<file path="src/rtl/xorl_arb.sv">
// Two-requester round-robin arbiter sharing one registered XOR datapath.
// Define XORL_ARB_CNT_EN to build the per-requester grant counters.

module xorl #(
    parameter int W = 8
) (
    input  logic [W-1:0] a,
    input  logic [W-1:0] b,
    output logic [W-1:0] y
);
    assign y = a ^ b;
endmodule

module xorl_arb #(
    parameter int W = 8
) (
    input  logic         clk,
    input  logic         rst,
    input  logic         req0,
    input  logic         req1,
    input  logic [W-1:0] a0,
    input  logic [W-1:0] b0,
    input  logic [W-1:0] a1,
    input  logic [W-1:0] b1,
    output logic         gnt0,
    output logic         gnt1,
    output logic [W-1:0] y,
    output logic         vld,
    output logic         id,
    input  logic         ack,
    output logic [7:0]   cnt0,
    output logic [7:0]   cnt1
);
    typedef enum logic [1:0] {IDLE, EXEC, DONE} state_t;

    state_t         state;
    state_t         state_next;
    logic           ptr;
    logic           take;
    logic           win;
    logic           id_r;
    logic [W-1:0]   a_r;
    logic [W-1:0]   b_r;
    logic [W-1:0]   x_out;

    xorl #(.W(W)) u_xorl (
        .a (a_r),
        .b (b_r),
        .y (x_out)
    );

    always_ff @(posedge clk or posedge rst) begin
        if (rst) state <= IDLE;
        else     state <= state_next;
    end

    // Single request wins outright; contention is settled by ptr.
    always_comb begin
        state_next = state;
        take       = 1'b0;
        win        = ptr;
        case (state)
            IDLE: begin
                if (req0 || req1) begin
                    take       = 1'b1;
                    win        = (req0 && req1) ? ptr : req1;
                    state_next = EXEC;
                end
            end
            EXEC:    state_next = DONE;
            DONE:    if (ack) state_next = IDLE;
            default: state_next = IDLE;
        endcase
    end

    always_ff @(posedge clk or posedge rst) begin
        if (rst) begin
            ptr  <= 1'b0;
            gnt0 <= 1'b0;
            gnt1 <= 1'b0;
            a_r  <= '0;
            b_r  <= '0;
            id_r <= 1'b0;
            y    <= '0;
            id   <= 1'b0;
            vld  <= 1'b0;
        end else begin
            gnt0 <= take && !win;
            gnt1 <= take && win;
            if (take) begin
                a_r  <= win ? a1 : a0;
                b_r  <= win ? b1 : b0;
                id_r <= win;
                ptr  <= ~win;
            end
            if (state == EXEC) begin
                y   <= x_out;
                id  <= id_r;
                vld <= 1'b1;
            end
            if (state == DONE && ack) vld <= 1'b0;
        end
    end

`ifdef XORL_ARB_CNT_EN
    logic [7:0] cnt0_r;
    logic [7:0] cnt1_r;

    always_ff @(posedge clk or posedge rst) begin
        if (rst) begin
            cnt0_r <= '0;
            cnt1_r <= '0;
        end else if (take) begin
            if (win) cnt1_r <= cnt1_r + 8'd1;
            else     cnt0_r <= cnt0_r + 8'd1;
        end
    end

    assign cnt0 = cnt0_r;
    assign cnt1 = cnt1_r;
`else
    assign cnt0 = '0;
    assign cnt1 = '0;
`endif

endmodule
</file>
<file path="config.mk">
export PLATFORM = sky130hd
export DESIGN_NAME = xorl_arb
export DESIGN_NICKNAME = d
export VERILOG_FILES = /design/src/rtl/xorl_arb.sv
export SDC_FILE = /design/constraint.sdc
export NUM_CORES = 1
export LEC_CHECK = 0
export CAP_MARGIN = 20
export CORE_ASPECT_RATIO = 0.7
export CORE_MARGIN = 10
export CORE_UTILIZATION = 42
export DETAILED_ROUTE_END_ITERATION = 6
export GPL_TIMING_DRIVEN = 0
export PLACE_DENSITY_LB_ADDON = 0.12
export REMOVE_ABC_BUFFERS = 1
export SLEW_MARGIN = 20
export SYNTH_ARGS = -nofsm -noshare
export SYNTH_HDL_FRONTEND = slang
export SYNTH_SLANG_ARGS = --single-unit
</file>
<file path="constraint.sdc">
create_clock -name clk -period 1.7 [get_ports clk]
set_input_delay 0.34 -clock clk [delete_from_list [all_inputs] [get_ports clk]]
set_output_delay 0.34 -clock clk [all_outputs]
set_load 0.01 [all_outputs]
</file>
**Word-level counts from Yosys, hierarchy flattened**

Index checks and enable logic that the tools add are counted.

- Add/subtract/negate cells: 0
- Multipliers: 0
- Divide/modulo/power cells: 0
- Magnitude comparators: 0
- Equality and inequality tests: 4
- Shifts and indexed selects: 0
- Multiplexer cells: 12
- Bitwise gates (word level): 2
- Reductions and logical operators: 9

Operators by type and width:

| cell | count |
|---|---|
| $mux 8 | 2 |
| $xor 8x8->8 | 1 |
| $mux 1 | 7 |
| $pmux 2 s3 | 1 |
| $logic_and 1x1->1 | 4 |
| $mux 2 | 2 |
| $ne 2x2->1 const B | 2 |
| $eq 2x1->1 const B | 1 |
| $eq 2x2->1 const B | 1 |
| $logic_not 2->1 | 1 |
| $reduce_and 2->1 | 1 |
| $reduce_bool 2->1 | 1 |
| $logic_not 1->1 | 1 |
| $logic_or 1x1->1 | 1 |
| $not 1->1 | 1 |

- Register bits after elaboration: 32
- Latch bits: 0
- RAM bits: 0
- Memory bits (read-only): 0
- Output and inout port bits: 28
- Logic and storage cells: 37
- Memories: 0

**Depth between registers and ports, before layout**

- Depth after elaboration: 6
- Depth in mapped cells: 5

**By module**

A second synthesis with hierarchy kept.

- Cell total of the unflattened synthesis: 122
- Area, all modules: 1,515.2 um^2

By module, submodules not included:

| module | times used | cells an instance | area an instance (um^2) | seq. area each (um^2) |
|---|---|---|---|---|
| xorl_arb | 1 | 114 | 1,445.1 | 800.8 |
| xorl | 1 | 8 | 70.1 | 0.0 |

**Least setup slack after synthesis**

Ideal clock, no wire load.

- Path kind: reg-to-reg
- Start: register state[1]
- End: register b_r[5]
- Setup time: 0.139 ns
- Arrival time: 1.069 ns
- Slack: 0.492 ns
- Stages on the path, launching flop included: 6
- Clock period less this slack: 1.208 ns
- Cells stage by stage: dfrtp_1 > or2_1 > buf_2 > buf_6 > o21ai_1 > o221ai_1

- Cells in the longest elaborated chain, start to end: 3
- Elaborated cells on any way between the ends: 4
- Those cells by class: mux (3); reduce/logical (1)

RTL lines:

| what | RTL line | source |
|---|---|---|
| start, declared | 36 | `state_t state;` |
| start signal, assigned | 54 | `else state <= state_next;` |
| $logic_not 2->1 (*) | 62 | `case (state)` |
| $mux 1 | 62 |  |
| $mux 8 | 92 | `b_r <= win ? b1 : b0;` |
| end signal, assigned | 92 |  |
| end, declared | 43 | `logic [W-1:0] b_r;` |

Mark *: on every way between the ends. The rest lies on a longest branch, timed or not.
A chain may end at the register's enable or synchronous reset.

**Worst setup path after layout**

- Start: register y[2]
- End: output port y[2]

RTL lines:

| what | RTL line | source |
|---|---|---|
| start, declared | 27 | `output logic [W-1:0] y,` |
| start signal, assigned | 97 | `y <= x_out;` |

No word-level cell between the ends.

==> results.cfg <==
[clock_tree]
htreeDepth = 2
cts-buffers-inserted = 5
cts_max_path_buffers = 2
cts.sink_count = 32
clkTransAtPathRegs_ns = 0.06
clk_latency_ns = 0.28
clockRootBuffer = clkbuf_8
ctsHoldBuffers = 0
cts_tree = built

[timing]
setup-tns-final_ns = 0
max_freq_ghz = 0.652
final-max-slew-violation-count = 0
skew_ns = 0.00475
slew_headroom_pct = 54.8
period_share_pct = 90.2
hold_viol = 0
setup_viol = 0
rsz0062_at_grt = no
worst_hold_slack_ns = 0.476
period_needed_ns = 1.53
fin_ws_ns = 0.167
worstMarginPinSlew_ns = 0.678

[yosys]
ys_types = 21
ys_seq_elements = 32
syn_inst = 164
avgSynthCellArea_sq_um = 9.57
synth_warnings = 0
synth_seq_area_share_pct = 51.0
syn-cell-area_sq_um = 1570

[drt]
vias = 1212
drtPass1Iterations = 3
drt-initial-drc-count = 46
post_drt_wl_per_cell_um = 14.4
drt_wl_total_mm = 3.76
antenna_left = 0
drc = 0
viasPerCell = 4.63

[cells_and_area]
post_route_cells_drive_above_1_share_pct = 5.19
fin_area_sq_um = 2100
layout_common_cells = 48 x clkdlybuf4s50_1, 36 x inv_1, 32 x dfrtp_1
utilization_pct = 59.1
num-nets-final = 248
final_common_cell = clkdlybuf4s50_1
fill_cells = 314
antennaDiodeCount = 0
final_cells = 262
area_growth_pct = 33.9

[setup_path]
worst_setup_path_start_kind = register
cpMaxStageDelayCell = clkdlybuf4s50_1
path_buf_inv = 1
crit_type = reg -> out
worstPathMaxFanout = 2
critical-path-top-delay-family = buffers and inverters
crit_arrival_ns = 1.19
crit_required_ns = 1.36
crit_chain = clkdlybuf4s50_1
endpoint_kind = output port
worst_path_largest_cell_delay_ns = 0.56

[floorplan]
io_pins = 65
die_height_um = 71.2
die-area_sq_um = 6620
core-area_sq_um = 3560
rows = 18
die_w_um = 93.1
start_util_pct = 44.1

[placement]
place_area_sq_um = 2010
place.gp.congestion = 0.740
port_buffers = 48
dp_slack_ns = -0.205
hpwl_mm = 2.73
place_inst = 254

[pwr]
intPower_mw = 2.15
p_leak_nw = 1.01
power_density_nw_per_um2 = 1560
power_mw = 3.28
seqPwrFrac_pct = 40.9
switchingPower_mw = 1.13
pwr-share-clk_pct = 18.3
p_sw_share_pct = 34.5
ir_drop_mv = 0.743
combPwrFrac_pct = 40.8

[run_status]
status = finished, final reports clean

[grt]
grt_max_degree = 33
antenna_found_initial = 0
grt_pass1_wl_mm = 6.39
grt.total_usage_pct = 12.2
grt_pass1_vias = 1349
gr-total-overflow = 0

[run]
cap_violations = 0

[min_path]
hold_path.class = in -> async
## registers in the layout, summed over array words and instances (netlist names)
register  cells
id_r          1
gnt1          1
id            1
ptr           1
vld           1
state         2
a_r           8
y             8
b_r           8
gnt0          1
## path summary, 6_finish.rpt
| path | start | endpoint | slack [ns] | cells after the start |
|---|---|---|---|---|
| setup / recovery | y[2] | y[2] | 0.17 | 1 |
| hold / removal | rst | gnt0 | 0.48 | 2 |
| setup reg to reg | state[1] | id | 0.25 | 2 |
| hold reg to reg | y[5] | y[5] | 0.48 | 2 |
| max in group asynchronous | rst | b_r[4] | 0.79 | 2 |
| min in group clk | y[5] | y[5] | 0.48 | 2 |
## power by group through the flow
stage | registers [mW] | clock network, mW | logic (mW)
CTS | 1.34 | 0.614 | 1.36
detailed placement | 1.35 | 0 | 1.35
floorplan | 1.38 | 0 | 0.757
finish | 1.34 | 0.601 | 1.34
global placement | 1.33 | 0 | 1.32
global route | 1.39 | 0.630 | 1.52
## synthesized netlist by cell type, drive strengths merged
master | count | area (sq um)
a2bb2oi | 1 | 8.76
buf | 22 | 159
clkbuf | 1 | 3.75
conb | 1 | 3.75
dfrtp | 32 | 801
inv | 37 | 139
mux2 | 1 | 11.3
nand2 | 9 | 33.8
nand2b | 2 | 12.5
nand3 | 2 | 20.0
nor2 | 3 | 13.8
o21a | 2 | 15.0
o21ai | 25 | 125
o221ai | 16 | 140
or2 | 1 | 6.26
or2b | 1 | 7.51
xnor2 | 8 | 70.1
## logic make-up (layout without fill, tap and decap cells)
family | Yosys count | after routing | synth area share (%)
buffers and inverters | 60 | 93 | 19.2
AO/OA/AOI/OAI | 44 | 44 | 18.4
flip-flops | 32 | 32 | 51.0
AND/OR/NAND/NOR | 18 | 18 | 5.98
XOR/XNOR | 8 | 8 | 4.46
other | 1 | 16 | 0.239
multiplexers | 1 | 1 | 0.717
## layer usage
layer | up-vias | wire [um] | GRT usage [%]
met5 | - | 0 | 0
met4 | 0 | 93 | 6.14
met3 | 9 | 377 | 6.64
met2 | 53 | 1660 | 19.5
met1 | 555 | 1630 | 12.9
li1 | 595 | - | -
## cell type report
cell class | instances | area, sq um | share of cell area (%)
multi-input cells | 87 | 529 | 25.2
clock buffers | 8 | 90.1 | 4.29
flip-flops and latches | 32 | 801 | 38.1
repair buffers | 48 | 480 | 22.9
well taps | 50 | 62.6 | 2.98
inverters | 37 | 139 | 6.61
## what timing repair did
| action | CTS | global route |
|---|---|---|
| endpoints found under the setup margin | 0 | 2 |
| gates resized for setup | 0 | 1 |
| buffers inserted | 0 | 0 |
(Power assumes the default switching activity.)
